$ cat src/rtl/digit_scan_controller_if.sv
`default_nettype none
// ============================================================================
// Module   : digit_scan_controller_if
// Brief    : Load handshake and display-pin bundle for digit_scan_controller.
// Revision : 1.0 - initial release
// ============================================================================
interface digit_scan_controller_if #(
    parameter int DIGITS = 2
);
    logic                  Enable;
    logic                  Load_Req;
    logic [4*DIGITS-1:0]   Load_Data;
    logic [DIGITS-1:0]     Load_Dp;
    logic                  Load_Ack;
    logic [DIGITS-1:0]     Col_Scan_Sig;
    logic [7:0]            Seg_Data;
    logic                  Frame_Done;

    modport master (
        output Enable, Load_Req, Load_Data, Load_Dp,
        input  Load_Ack, Col_Scan_Sig, Seg_Data, Frame_Done
    );

    modport slave (
        input  Enable, Load_Req, Load_Data, Load_Dp,
        output Load_Ack, Col_Scan_Sig, Seg_Data, Frame_Done
    );
endinterface
`default_nettype wire

$ cat src/rtl/digit_scan_controller.sv
`default_nettype none
// ============================================================================
// Module   : digit_scan_controller
// Brief    : Multiplexed common-anode 7-segment scanner with blanking gaps and
//            frame-atomic shadow loading via a req/ack handshake.
// Revision : 1.0 - initial release
// ============================================================================
module digit_scan_controller #(
    parameter int DIGITS       = 2,
    parameter int SCAN_CYCLES  = 500000,
    parameter int BLANK_CYCLES = 1000
) (
    input  wire                     CLK,
    input  wire                     RSTn,
    digit_scan_controller_if.slave  bus
);
    localparam int c_max_cycles = (SCAN_CYCLES > BLANK_CYCLES) ? SCAN_CYCLES : BLANK_CYCLES;
    localparam int c_cnt_w      = $clog2(c_max_cycles + 1);
    localparam int c_idx_w      = (DIGITS > 1) ? $clog2(DIGITS) : 1;
    localparam logic [c_cnt_w-1:0] c_scan_last  = c_cnt_w'(SCAN_CYCLES - 1);
    localparam logic [c_cnt_w-1:0] c_blank_last = c_cnt_w'(BLANK_CYCLES - 1);
    localparam logic [c_idx_w-1:0] c_idx_last   = c_idx_w'(DIGITS - 1);

    typedef enum logic [1:0] {
        IDLE  = 2'd0,
        SHOW  = 2'd1,
        BLANK = 2'd2
    } state_t;

    state_t                r_state, w_state_nxt;
    logic [c_idx_w-1:0]    r_idx, w_idx_nxt;
    logic [c_cnt_w-1:0]    r_cnt, w_cnt_nxt;
    logic [4*DIGITS-1:0]   r_shadow_data;
    logic [DIGITS-1:0]     r_shadow_dp;
    logic                  r_ack;
    logic                  r_done;
    logic [DIGITS-1:0]     r_col;
    logic [7:0]            r_seg;

    logic                  w_frame_end;
    logic                  w_accept;
    logic [4*DIGITS-1:0]   w_data_src;
    logic [DIGITS-1:0]     w_dp_src;
    logic [3:0]            w_nib;
    logic                  w_dp;
    logic [DIGITS-1:0]     w_col;
    logic [7:0]            w_seg;

    function automatic logic [6:0] hexseg(input logic [3:0] nib);
        case (nib)
            4'h0: hexseg = 7'h3F;  4'h1: hexseg = 7'h06;
            4'h2: hexseg = 7'h5B;  4'h3: hexseg = 7'h4F;
            4'h4: hexseg = 7'h66;  4'h5: hexseg = 7'h6D;
            4'h6: hexseg = 7'h7D;  4'h7: hexseg = 7'h07;
            4'h8: hexseg = 7'h7F;  4'h9: hexseg = 7'h6F;
            4'hA: hexseg = 7'h77;  4'hB: hexseg = 7'h7C;
            4'hC: hexseg = 7'h39;  4'hD: hexseg = 7'h5E;
            4'hE: hexseg = 7'h79;  default: hexseg = 7'h71;
        endcase
    endfunction

    always_ff @(posedge CLK) begin
        if (!RSTn) begin
            r_state <= IDLE;
            r_idx   <= '0;
            r_cnt   <= '0;
        end else begin
            r_state <= w_state_nxt;
            r_idx   <= w_idx_nxt;
            r_cnt   <= w_cnt_nxt;
        end
    end

    always_comb begin
        w_state_nxt = r_state;
        w_idx_nxt   = r_idx;
        w_cnt_nxt   = r_cnt + 1'b1;
        w_frame_end = 1'b0;
        if (!bus.Enable) begin
            w_state_nxt = IDLE;
            w_idx_nxt   = '0;
            w_cnt_nxt   = '0;
        end else begin
            case (r_state)
                IDLE: begin
                    w_state_nxt = SHOW;
                    w_idx_nxt   = '0;
                    w_cnt_nxt   = '0;
                end
                SHOW: begin
                    if (r_cnt == c_scan_last) begin
                        w_state_nxt = BLANK;
                        w_cnt_nxt   = '0;
                    end
                end
                BLANK: begin
                    if (r_cnt == c_blank_last) begin
                        w_state_nxt = SHOW;
                        w_cnt_nxt   = '0;
                        if (r_idx == c_idx_last) begin
                            w_idx_nxt   = '0;
                            w_frame_end = 1'b1;
                        end else begin
                            w_idx_nxt   = r_idx + 1'b1;
                        end
                    end
                end
                default: begin
                    w_state_nxt = IDLE;
                    w_idx_nxt   = '0;
                    w_cnt_nxt   = '0;
                end
            endcase
        end
    end

    // Data accepted on this edge feeds the first digit of the new frame directly,
    // so the shadow and the displayed digit always change together.
    assign w_accept   = bus.Load_Req && !r_ack && ((r_state == IDLE) || w_frame_end);
    assign w_data_src = w_accept ? bus.Load_Data : r_shadow_data;
    assign w_dp_src   = w_accept ? bus.Load_Dp   : r_shadow_dp;

    always_comb begin
        w_nib = 4'h0;
        w_dp  = 1'b0;
        w_col = '1;
        for (int i = 0; i < DIGITS; i++) begin
            if (w_idx_nxt == c_idx_w'(i)) begin
                w_nib = w_data_src[4*i +: 4];
                w_dp  = w_dp_src[i];
                w_col[i] = (w_state_nxt != SHOW);
            end
        end
        w_seg = (w_state_nxt == SHOW) ? ~{w_dp, hexseg(w_nib)} : 8'hFF;
    end

    always_ff @(posedge CLK) begin
        if (!RSTn) begin
            r_shadow_data <= '0;
            r_shadow_dp   <= '0;
            r_ack         <= 1'b0;
            r_done        <= 1'b0;
            r_col         <= '1;
            r_seg         <= 8'hFF;
        end else begin
            if (w_accept) begin
                r_shadow_data <= bus.Load_Data;
                r_shadow_dp   <= bus.Load_Dp;
            end
            r_ack  <= w_accept;
            r_done <= w_frame_end;
            r_col  <= w_col;
            r_seg  <= w_seg;
        end
    end

    assign bus.Load_Ack     = r_ack;
    assign bus.Frame_Done   = r_done;
    assign bus.Col_Scan_Sig = r_col;
    assign bus.Seg_Data     = r_seg;
endmodule
`default_nettype wire

$ cat src/flat_wrapper.sv
// flat-port wrapper written by rule: the top's interface ports become plain ports
module digit_scan_controller_flat 
#(
    parameter int DIGITS       = 2,
    parameter int SCAN_CYCLES  = 500000,
    parameter int BLANK_CYCLES = 1000
)
  (CLK, RSTn, bus_Enable, bus_Load_Req, bus_Load_Data, bus_Load_Dp, bus_Load_Ack, bus_Col_Scan_Sig, bus_Seg_Data, bus_Frame_Done);
  digit_scan_controller_if #(.DIGITS(DIGITS)) bus_i ();
  input  wire CLK;
  input  wire RSTn;
  input wire logic [$bits(bus_i.Enable)-1:0] bus_Enable;
  input wire logic [$bits(bus_i.Load_Req)-1:0] bus_Load_Req;
  input wire logic [$bits(bus_i.Load_Data)-1:0] bus_Load_Data;
  input wire logic [$bits(bus_i.Load_Dp)-1:0] bus_Load_Dp;
  output wire logic [$bits(bus_i.Load_Ack)-1:0] bus_Load_Ack;
  output wire logic [$bits(bus_i.Col_Scan_Sig)-1:0] bus_Col_Scan_Sig;
  output wire logic [$bits(bus_i.Seg_Data)-1:0] bus_Seg_Data;
  output wire logic [$bits(bus_i.Frame_Done)-1:0] bus_Frame_Done;
  assign bus_i.Enable = bus_Enable;
  assign bus_i.Load_Req = bus_Load_Req;
  assign bus_i.Load_Data = bus_Load_Data;
  assign bus_i.Load_Dp = bus_Load_Dp;
  assign bus_Load_Ack = bus_i.Load_Ack;
  assign bus_Col_Scan_Sig = bus_i.Col_Scan_Sig;
  assign bus_Seg_Data = bus_i.Seg_Data;
  assign bus_Frame_Done = bus_i.Frame_Done;
  digit_scan_controller #(.DIGITS(DIGITS), .SCAN_CYCLES(SCAN_CYCLES), .BLANK_CYCLES(BLANK_CYCLES)) u_core (.CLK(CLK), .RSTn(RSTn), .bus(bus_i));
endmodule
$ cat config.mk
export PLATFORM = sky130hd
export DESIGN_NAME = digit_scan_controller_flat
export DESIGN_NICKNAME = d
export VERILOG_FILES = /design/src/rtl/digit_scan_controller_if.sv /design/src/rtl/digit_scan_controller.sv /design/src/flat_wrapper.sv
export SDC_FILE = /design/constraint.sdc
export NUM_CORES = 1
export LEC_CHECK = 0
export ABC_AREA = 1
export BUFFER_PORTS_ARGS = -buffer_cell sky130_fd_sc_hd__buf_2
export CAP_MARGIN = 30
export CORE_UTILIZATION = 49
export CTS_CLUSTER_DIAMETER = 50
export CTS_CLUSTER_SIZE = 30
export DETAILED_ROUTE_END_ITERATION = 6
export GPL_TIMING_DRIVEN = 0
export PLACE_DENSITY = 0.8
export SLEW_MARGIN = 20
export SYNTH_ARGS = -nofsm -noshare
export SYNTH_HDL_FRONTEND = slang
export SYNTH_SLANG_ARGS = --single-unit
$ cat constraint.sdc
create_clock -name CLK -period 3 [get_ports CLK]
set_clock_uncertainty 0.1 [all_clocks]
set_input_delay 0.3 -clock CLK [delete_from_list [all_inputs] [get_ports CLK]]
set_output_delay 0.3 -clock CLK [all_outputs]
set_load 0.01 [all_outputs]
### After elaboration in Yosys (flattened, before gate mapping)

Memories as Yosys holds them, arrays and structs flattened.
Cells that the tools add are included.

| word-level totals | value |
|---|---|
| flip-flop bits (word level) | 44 |
| ROM bits | 112 |
| memories kept | 1 |

| cells by class | value |
|---|---|
| add/sub/neg operators | 2 |
| equality and inequality tests | 6 |
| muxes and demuxes | 19 |
| bitwise gates (word level) | 2 |
| reductions and logical operators | 9 |

Memories:

| memory | depth | bits a word | read ports | clocked after memory_dff | write ports | line | source |
|---|---|---|---|---|---|---|---|
| (name not given) | 16 | 7 | 1 | 0 | 0 | digit_scan_controller.sv:50 | `case (nib)` |

Operators by type and width:

| kind | count |
|---|---|
| $mux 19 | 2 |
| $pmux 19 s2 | 1 |
| $add 19x1->19 const B | 1 |
| $eq 19x10->1 const B | 1 |
| $eq 19x19->1 const B | 1 |
| $mux 1 | 8 |
| $mux 2 | 4 |
| $mux 8 | 1 |
| $not 8->8 | 1 |
| $pmux 2 s3 | 1 |
| $reduce_and 2->1 | 3 |
| $eq 2x1->1 const B | 2 |
| $mux 4 | 1 |
| $eq 2x2->1 const B | 1 |
| $logic_and 1x1->1 | 2 |
| $logic_not 2->1 | 1 |
| $ne 2x1->1 const B | 1 |
| $pmux 1 s2 | 1 |
| $reduce_or 2->1 | 1 |
| $add 1x1->1 const B | 1 |
| $logic_not 1->1 | 1 |
| $logic_or 1x1->1 | 1 |
| $not 1->1 | 1 |

### Logic depth before layout (Yosys ltp)

Gate-level depths: netlist (run 1).
An unclocked memory read counts as a cell.

| depth | value |
|---|---|
| depth after elaboration | 10 |
| gate-level depth with buffers | 21 |

### Worst setup path before layout (run 1)

Ideal clock, no wire load.

| path | value |
|---|---|
| path type | flip-flop to flip-flop |
| from | register u_core.r_cnt[0] |
| to | register u_core.r_seg[3], in the netlist u_core.bus.Seg_Data[3] |
| library setup time | 0.121 ns |
| arrival | 2.342 ns |
| required time | 2.779 ns |
| setup slack | 0.436 ns |
| cell stages (with the launch flop) | 20 |
| clock period less this slack | 2.564 ns |
| cells stage by stage | dfxtp_1 -> ha_1 -> nand2_1 -> nor3_1 -> nand3_1 -> inv_1 -> ha_1 -> nand3_2 -> nand2_4 -> nand2_4 -> buf_6 -> nand2_1 -> nand3_1 -> nand2_1 -> inv_1 -> ha_1 -> nand3_1 -> nand3_1 -> o21ai_1 -> nand2_1 |

| between the ends | value |
|---|---|
| longest elaborated chain between the ends | 10 |
| elaborated cells between the ends (all ways) | 20 |

RTL lines:

| element | line | source |
|---|---|---|
| start, declared | digit_scan_controller.sv:32 | `logic [c_cnt_w-1:0] r_cnt, w_cnt_nxt;` |
| start signal, assigned | digit_scan_controller.sv:70 | `r_cnt <= w_cnt_nxt;` |
| $eq 19x10->1 | digit_scan_controller.sv:97 | `if (r_cnt == c_blank_last) begin` |
| $mux 1 | digit_scan_controller.sv:97 |  |
| $mux 1 | digit_scan_controller.sv:84 | `case (r_state)` |
| $mux 1 | digit_scan_controller.sv:79 | `if (!bus.Enable) begin` |
| $logic_or 1x1->1 | digit_scan_controller.sv:119 | `assign w_accept = bus.Load_Req && !r_ack && ((r_state == IDLE) \|\| w_frame_end);` |
| $logic_and 1x1->1 | digit_scan_controller.sv:119 |  |
| $mux 8 | n/a |  |
| $mux 4 | digit_scan_controller.sv:128 | `if (w_idx_nxt == c_idx_w'(i)) begin` |
| $mem_v2 16x7 | n/a |  |
| $not 8->8 | digit_scan_controller.sv:134 | `w_seg = (w_state_nxt == SHOW) ? ~{w_dp, hexseg(w_nib)} : 8'hFF;` |
| end signal, assigned | digit_scan_controller.sv:153 | `r_seg <= w_seg;` |
| end, declared | digit_scan_controller.sv:38 | `logic [7:0] r_seg;` |

Parallel ways exist; a longest one is shown, timed or not.
A chain may end at the register's enable or synchronous reset.

### Worst setup path in the final report (run 1)

Same ends and word-level chain as after synthesis.

==> results by group, run 1 <==
Routing
  – # DRC: 1
  – Starting DRT DRC Count: 108
  – Drt wl/cell: 11.3 um
  – Routed wire length: 4560 um
  – Via density: 5.03
  – Post-DRT Antenna Nets: 0
  – Via count: 2031
  – Iteration count of the initial detailed-routing pass: 6

STA
  – Post-route setup TNS: 0 ps
  – Final hold vios: 0
  – Final setup violation count: 0
  – Slew Limit Fails: 0
  – F_max: 357 MHz
  – Final hold slack: 118 ps
  – Tmin final: 2800 ps
  – Slew @ Worst Pin: 486 ps
  – Max-slew headroom: 0.676
  – Fin crit share: 0.933

Synthesis
  – Seq cells post-synth: 44
  – Largest family of logic cells by synthesized area: simple AND/OR/NAND/NOR gates
  – Adder-Cell Fraction of Synth Area: 0.0640
  – Synth async-reset ratio: 0
  – Mux cell area share after synthesis: 0.0128
  – Mapped Avg Cell Area: 7.54 um^2
  – Synthesized instance count: 311
  – Synth Area in Compound Gates: 0.0384
  – Most frequent cells after synthesis: nand2_1, dfxtp_1, nor2_1
  – Post-Syn Nets: 337
  – Most frequent cell after synthesis: nand2_1
  – Post-synthesis cell type count: 34
  – Synth Flop Type: dfxtp_1
  – Synth Area in Simple Gates: 0.394
  – Syn Std Cell Area: 2350 um^2
  – Number of synthesized flops with an enable pin: 0
  – Share of the synthesized area in the top cell type: 0.375
  – Synth warn: 0
  – Xor/xnor share of the synthesized area: 0.0411
  – Post-synthesis sequential area ratio: 0.375
  – Area contributors post-synth: dfxtp_1, nand2_1, nand3_1
  – Area leader, netlist: dfxtp_1

Worst setup path
  – Critical Path RT: 3080 ps
  – Cell mode on critical path: nand3_1
  – Worst Setup End Kind: flip-flop
  – Worst Path Arrival: 2870 ps
  – Worst path buffer plus inverter count: 3
  – Max Fanout on Critical Path: 10
  – Crit path largest cell delay: 400 ps
  – Critical path's slowest cell: dfxtp_1
  – Worst reg2reg path startpoint: u_core.r_cnt[0]$_SDFF_PN0_
  – Cell depth of the worst flop-to-flop path: 19
  – Critical path's top delay family: simple AND/OR/NAND/NOR gates
  – WS Path Type: reg2reg
  – Crit path cell chain: ha_4 > nand2_1 > nor3_1 > nand3_1 > inv_1 > ha_1 > nand3_2 > nand2_4 > nand2_4 > buf_6 > nand2_1 > nand3_1 > nand2_2 > inv_1 > ha_1 > nand3_1 > nand3_1 > o21ai_1 > nand2_1
  – R2R Path End: u_core.bus.Seg_Data[3]$_SDFF_PN1_
  – CP Launch Type: flip-flop
  – Worst R2R Setup Slack: 200 ps
  – CP Depth: 19

Finish
  – Post-Layout Cell Count: 404
  – Post-route cell area: 2720 um^2
  – Final Util: 0.609
  – Final net count: 377
  – N_diodes: 0
  – Fraction of layout cells with a size suffix above 1: 0.207
  – P&R area growth vs syn: 16.1%

Flow run
  – Total of max-cap violations: 0

Min path
  – Worst hold start: RSTn
  – Worst Hold Class: in2reg
  – Hold path depth: 3
  – Hold Path Sink: u_core.r_idx$_SDFF_PN0_

Place
  – HPWL after DPL: 3460 um
  – IO buf count: 25
  – GPL Wtd Cong: 0.872
  – DP Area: 2540 um^2
  – DP Cell Count: 388

Global route
  – Global-route usage over all layers: 0.196
  – First-pass GRT wire length: 7940 um
  – Number of global-route vias before repair: 1862
  – Antenna violations before repair: 0
  – Grt ovf: 0
  – Largest net degree at the start of global routing: 15

Power and ir drop
  – Worst VDD drop: 284 uV
  – P_leak: 1.21 nW
  – Cell area power density: 455 nW/um^2

Floorplan
  – Die footprint: 5070 um^2
  – Die Height: 71.2 um
  – Die Span X: 71.2 um
  – Cell Rows: 24
  – I/O pins: 26
  – Core area: 4470 um^2
  – Initial Utilization: 0.524

Clocking
  – TritonCTS clock tree: built
  – Inserted Clock Buffers: 5
  – Htree depth: 2
  – Root Buffer: clkbuf_8
  – Sink Count: 44
  – Clock Path Buffers: 2
  – Worst-skew pair later-pin latency: 300 ps
  – Hold_buf cts: 0
  – Clock-pin slew of the registers on the worst-case setup and hold paths: 90 ps

Run status
  – Failing checks: DRC
  – Run status: finished, violations left
## report_power, final
| part | internal [W] | switching, W |
|---|---|---|
| registers | 0.000603 | 0.00000731 |
| clock network | 0.000246 | 0.000207 |
| logic | 0.0000697 | 0.000106 |
## routing by layer
layer  vias to the layer above  GRT usage  wire, um
li1                       1070          -         -
met1                       912      0.238      2110
met2                        45      0.342      2230
met3                         4     0.0484       194
met4                         0     0.0600        27
met5                         -          0         0
## logic make-up after synthesis
group / count (synthesis)
and+or+nand+nor: 185
DFF: 44
buffers and inverters: 41
AOI/OAI and AO/OA: 15
adders and majority gates: 12
xor gates and xnor gates: 11
muxes: 3
## metrics by stage
step	total power, W	setup WS, ps
floorplan	0.000750	436
global placement	0.000788	109
detailed placement	0.000791	43.7
CTS	0.00124	22.6
finish	0.00124	201
global route	0.00130	-49.4
## worst min-delay path, delay by kind of cell
kind,cells,cell delay (ps)
buffers and inverters,2,140
AND/OR/NAND/NOR,1,40
## final cells by class
cell class	instances	area (um^2)
Tap cell	52	65.1
Sequential cell	44	881
Inverter	36	143
Clock inverter	3	42.5
Clock buffer	5	68.8
Buffer	5	32.5
Multi-Input combinational cell	226	1310
Fill cell	384	1750
Timing Repair Buffer	33	185
## worst max-delay path by stage
| stage | start | slack [ps] | end |
|---|---|---|---|
| floorplan | u_core.r_cnt[0]$_SDFF_PN0_ | 440 | u_core.bus.Seg_Data[3]$_SDFF_PN1_ |
| global placement | u_core.r_cnt[0]$_SDFF_PN0_ | 110 | u_core.bus.Seg_Data[3]$_SDFF_PN1_ |
| detailed placement | u_core.r_cnt[0]$_SDFF_PN0_ | 40 | u_core.bus.Seg_Data[3]$_SDFF_PN1_ |
| CTS | u_core.r_cnt[0]$_SDFF_PN0_ | 20 | u_core.bus.Seg_Data[3]$_SDFF_PN1_ |
| global route | u_core.r_cnt[0]$_SDFF_PN0_ | -50 | u_core.bus.Seg_Data[3]$_SDFF_PN1_ |
| finish | u_core.r_cnt[0]$_SDFF_PN0_ | 200 | u_core.bus.Seg_Data[3]$_SDFF_PN1_ |
## layout by cell type (no fill, tap or decap), types with 2 or more instances in the layout
cell type	n
nand4_1	5
o21ai_0	4
nand3b_1	3
dfxtp_1	44
xor2_1	9
a21oi_1	5
nand2_4	4
inv_1	32
ha_1	11
nand3_1	37
xnor2_1	2
a31oi_1	2
nand2_1	67
nor2_1	42
clkbuf_8	5
mux2i_1	3
buf_4	9
o21ai_1	2
inv_4	3
nand3_2	2
nor3_1	7
nor3_2	2
nor3b_1	2
buf_2	27
nand2_2	8
nand3_4	2
## registers in the layout, indices dropped and copies added (netlist names)
| signal | cells |
|---|---|
| u_core.bus.Load_Ack | 1 |
| u_core.r_shadow_data | 8 |
| u_core.r_shadow_dp | 2 |
| u_core.bus.Frame_Done | 1 |
| u_core.bus.Col_Scan_Sig | 2 |
| u_core.bus.Seg_Data | 8 |
| u_core.r_state | 2 |
| u_core.r_idx | 1 |
| u_core.r_cnt | 19 |
## what timing repair did
| action | CTS | global route |
|---|---|---|
| gates resized for setup | 0 | 3 |
| buffers inserted | 0 | 8 |
| setup endpoints to repair | 0 | 7 |
Power figures use the tool's default switching activity.
==> run 2, diff against run 1 <==
Settings changed: BUFFER_PORTS_ARGS -buffer_cell sky130_fd_sc_hd__buf_2 to unset, DONT_BUFFER_PORTS set to 1, PLACE_DENSITY 0.8 to 0.65.
Clock period 3 ns to 3.64 ns, I/O delays scaled along.
==> results by group, run 2 (synthesis results as in run 1) <==
Run status
  – Run status: finished, violations left
  – Failing checks: DRC

Clocking
  – Htree depth: 2 (unchanged)
  – Inserted Clock Buffers: 5 (unchanged)
  – TritonCTS clock tree: built
  – Clock Path Buffers: 2 (unchanged)
  – Post_cts resized: 0 (unchanged)
  – Hold_buf cts: 0 (unchanged)
  – Clock-pin slew of the registers on the worst-case setup and hold paths: 80 ps (about the same)
  – Sink Count: 44 (unchanged)
  – Root Buffer: clkbuf_8
  – Worst-skew pair later-pin latency: 300 ps (about the same)
  – # Post-CTS Setup Buffers: 0 (unchanged)

STA
  – Final hold vios: 0 (unchanged)
  – Tmin final: 3010 ps (+211 ps)
  – Post-route setup TNS: 0 ps (unchanged)
  – Slew @ Worst Pin: 468 ps (-17.6 ps)
  – F_max: 332 MHz (-7.0%)
  – Max-slew headroom: 0.688 (+0.0117)
  – Final setup violation count: 0 (unchanged)
  – Fin crit share: 0.827 (-0.106)
  – RSZ-0062 raised after global routing: no
  – Slew Limit Fails: 0 (unchanged)

Power and ir drop
  – P_leak: 1.08 nW (-11%)
  – Sequential share of power: 0.537 (+0.044)
  – Combinational Power Share: 0.128 (-0.014)
  – Sw Pwr: 0.000251 W (-22%)
  – Cell area power density: 378 nW/um^2 (-17%)
  – Clk pwr share: 0.335 (-0.031)
  – Internal power: 0.000694 W (-24%)
  – Pwr Total: 0.000945 W (-24%)
  – Worst VDD drop: 196 uV (-31%)
  – Switching Fraction: 0.265 (+0.00697)

Global route
  – Global-route usage over all layers: 0.204 (+0.00816)
  – Largest net degree at the start of global routing: 13 (-2)
  – Top Usage Layer GRT: met1
  – M2 GR Usage: 0.289 (-0.0529)
  – Number of global-route vias before repair: 1736 (-6.8%)
  – Grt ovf: 0 (unchanged)
  – Met1 Track Usage GR: 0.296 (+0.0583)
  – First-pass GRT wire length: 8060 um (+1.5%)
  – Antenna violations before repair: 0 (unchanged)
  – Met3 Use GR: 0.0470 (-0.00142)

Place
  – IO buf count: 0 (-100%)
  – DP Area: 2410 um^2 (-4.9%)
  – GPL Wtd Cong: 0.790 (-9.4%)
  – HPWL after DPL: 3420 um (-1.3%)

Worst setup path
  – Worst Path Arrival: 3100 ps (+230 ps)
  – Critical Path RT: 3730 ps (+650 ps)
  – Crit path largest cell delay: 360 ps (-40 ps)
  – CP Launch Type: flip-flop
  – R2R Path End: u_core.bus.Seg_Data[3]$_SDFF_PN1_
  – CP startpoint: u_core.r_cnt[0]$_SDFF_PN0_
  – Critical path's slowest cell: dfxtp_1
  – Crit path cell chain: ha_1 > nand2_1 > nor3_1 > nand3_1 > inv_1 > ha_1 > nand3_2 > nand2_4 > nand2_4 > buf_6 > nand2_1 > nand3_1 > nand2_1 > inv_1 > ha_1 > nand3_1 > nand3_1 > o21ai_1 > nand2_1
  – Max Fanout on Critical Path: 10 (unchanged)
  – Cell depth of the worst flop-to-flop path: 19 (unchanged)
  – Worst reg2reg path startpoint: u_core.r_cnt[0]$_SDFF_PN0_
  – Worst Setup EP: u_core.bus.Seg_Data[3]$_SDFF_PN1_
  – Worst Setup End Kind: flip-flop
  – Worst R2R Setup Slack: 630 ps (+430 ps)
  – WS Path Type: reg2reg

Floorplan
  – I/O pins: 26 (unchanged)
  – Die footprint: 5070 um^2 (unchanged)
  – Core area: 4470 um^2 (unchanged)
  – Initial Utilization: 0.524 (unchanged)
  – Die Span X: 71.2 um (unchanged)
  – Cell Rows: 24 (unchanged)
  – Die Height: 71.2 um (unchanged)

Routing
  – Iteration count of the initial detailed-routing pass: 7 (+1)
  – # DRC: 4 (+3)
  – Post-DRT Antenna Nets: 0 (unchanged)
  – Via count: 1921 (-5.4%)
  – Via density: 5.18 (+3.0%)
  – Routed wire length: 4620 um (+1.2%)
  – Starting DRT DRC Count: 185 (+71%)
  – Drt wl/cell: 12.4 um (+10%)

Finish
  – Most flop-heavy register: u_core.r_cnt
  – Final net count: 344 (-8.8%)
  – Fill count: 454 (+18%)
  – P&R area growth vs syn: 6.61%
  – Max reg flops: 19 (unchanged)
  – Fraction of layout cells with a size suffix above 1: 0.113 (-0.0945)
  – Most frequent cells in the layout: nand2_1, dfxtp_1, nor2_1, nand3_1, inv_1
  – Commonest non-fill, non-tap cell in the layout: nand2_1
  – Post-route cell area: 2500 um^2 (-8.1%)
  – N_diodes: 0 (unchanged)

Min path
  – Worst Hold Class: in2reg

Flow run
  – Total of max-cap violations: 0 (unchanged)
## run 2: power by group through the flow
stage	sequential (W)	combinational [W]	clock, W
2_1_floorplan	0.000518	0.000100	0
3_3_place_gp	0.000519	0.000119	0
3_5_place_dp	0.000519	0.000121	0
4_1_cts	0.000508	0.000121	0.000328
5_1_grt	0.000510	0.000141	0.000354
6_report	0.000508	0.000121	0.000316
## run 2: layer usage
layer  wire length [um]  up-vias
met1               2450      841
met2               1800       54
met4                 74        0
met5                  0        -
li1                   -     1017
met3                293        9
## run 2: cell type report
class / count / area [um^2] / area share
sequential: 44 / 881 / 0.352
clock buffer: 8 / 90.1 / 0.0360
multi-input combinational: 226 / 1290 / 0.516
tap: 52 / 65.1 / 0.0260
inverter: 36 / 143 / 0.0570
buffer: 5 / 32.5 / 0.0130
## run 2: worst min path at each step
stage	startpoint	endpoint	slack (ps)	depth (start not counted)
after global routing	RSTn	u_core.r_idx$_SDFF_PN0_	90	2
after global placement	u_core.r_cnt[0]$_SDFF_PN0_	u_core.r_cnt[0]$_SDFF_PN0_	330	1
after floorplan	u_core.r_cnt[0]$_SDFF_PN0_	u_core.r_cnt[0]$_SDFF_PN0_	320	1
after CTS	RSTn	u_core.r_idx$_SDFF_PN0_	90	2
final	RSTn	u_core.r_idx$_SDFF_PN0_	100	2
after detailed placement	u_core.r_cnt[0]$_SDFF_PN0_	u_core.r_cnt[0]$_SDFF_PN0_	350	1
## run 2: through the flow
stage	setup WS (ps)	instances	hold WS, ps	utilization
floorplan	1080	311	317	-
global route	304	371	91.6	0.559
CTS	628	371	92.4	0.559
detailed placement	644	363	347	0.539
global placement	684	363	332	0.539
finish	630	371	101	0.559
## run 2: worst max-delay path: cells and delay by family, from the launching register on
family / cells / cell delay (ps)
AO/OA/AOI/OAI: 1 / 80
adder cells (fa/ha/maj): 3 / 620
buffers and inverters: 3 / 360
flip-flops: 1 / 360
AND/OR/NAND/NOR: 12 / 1390
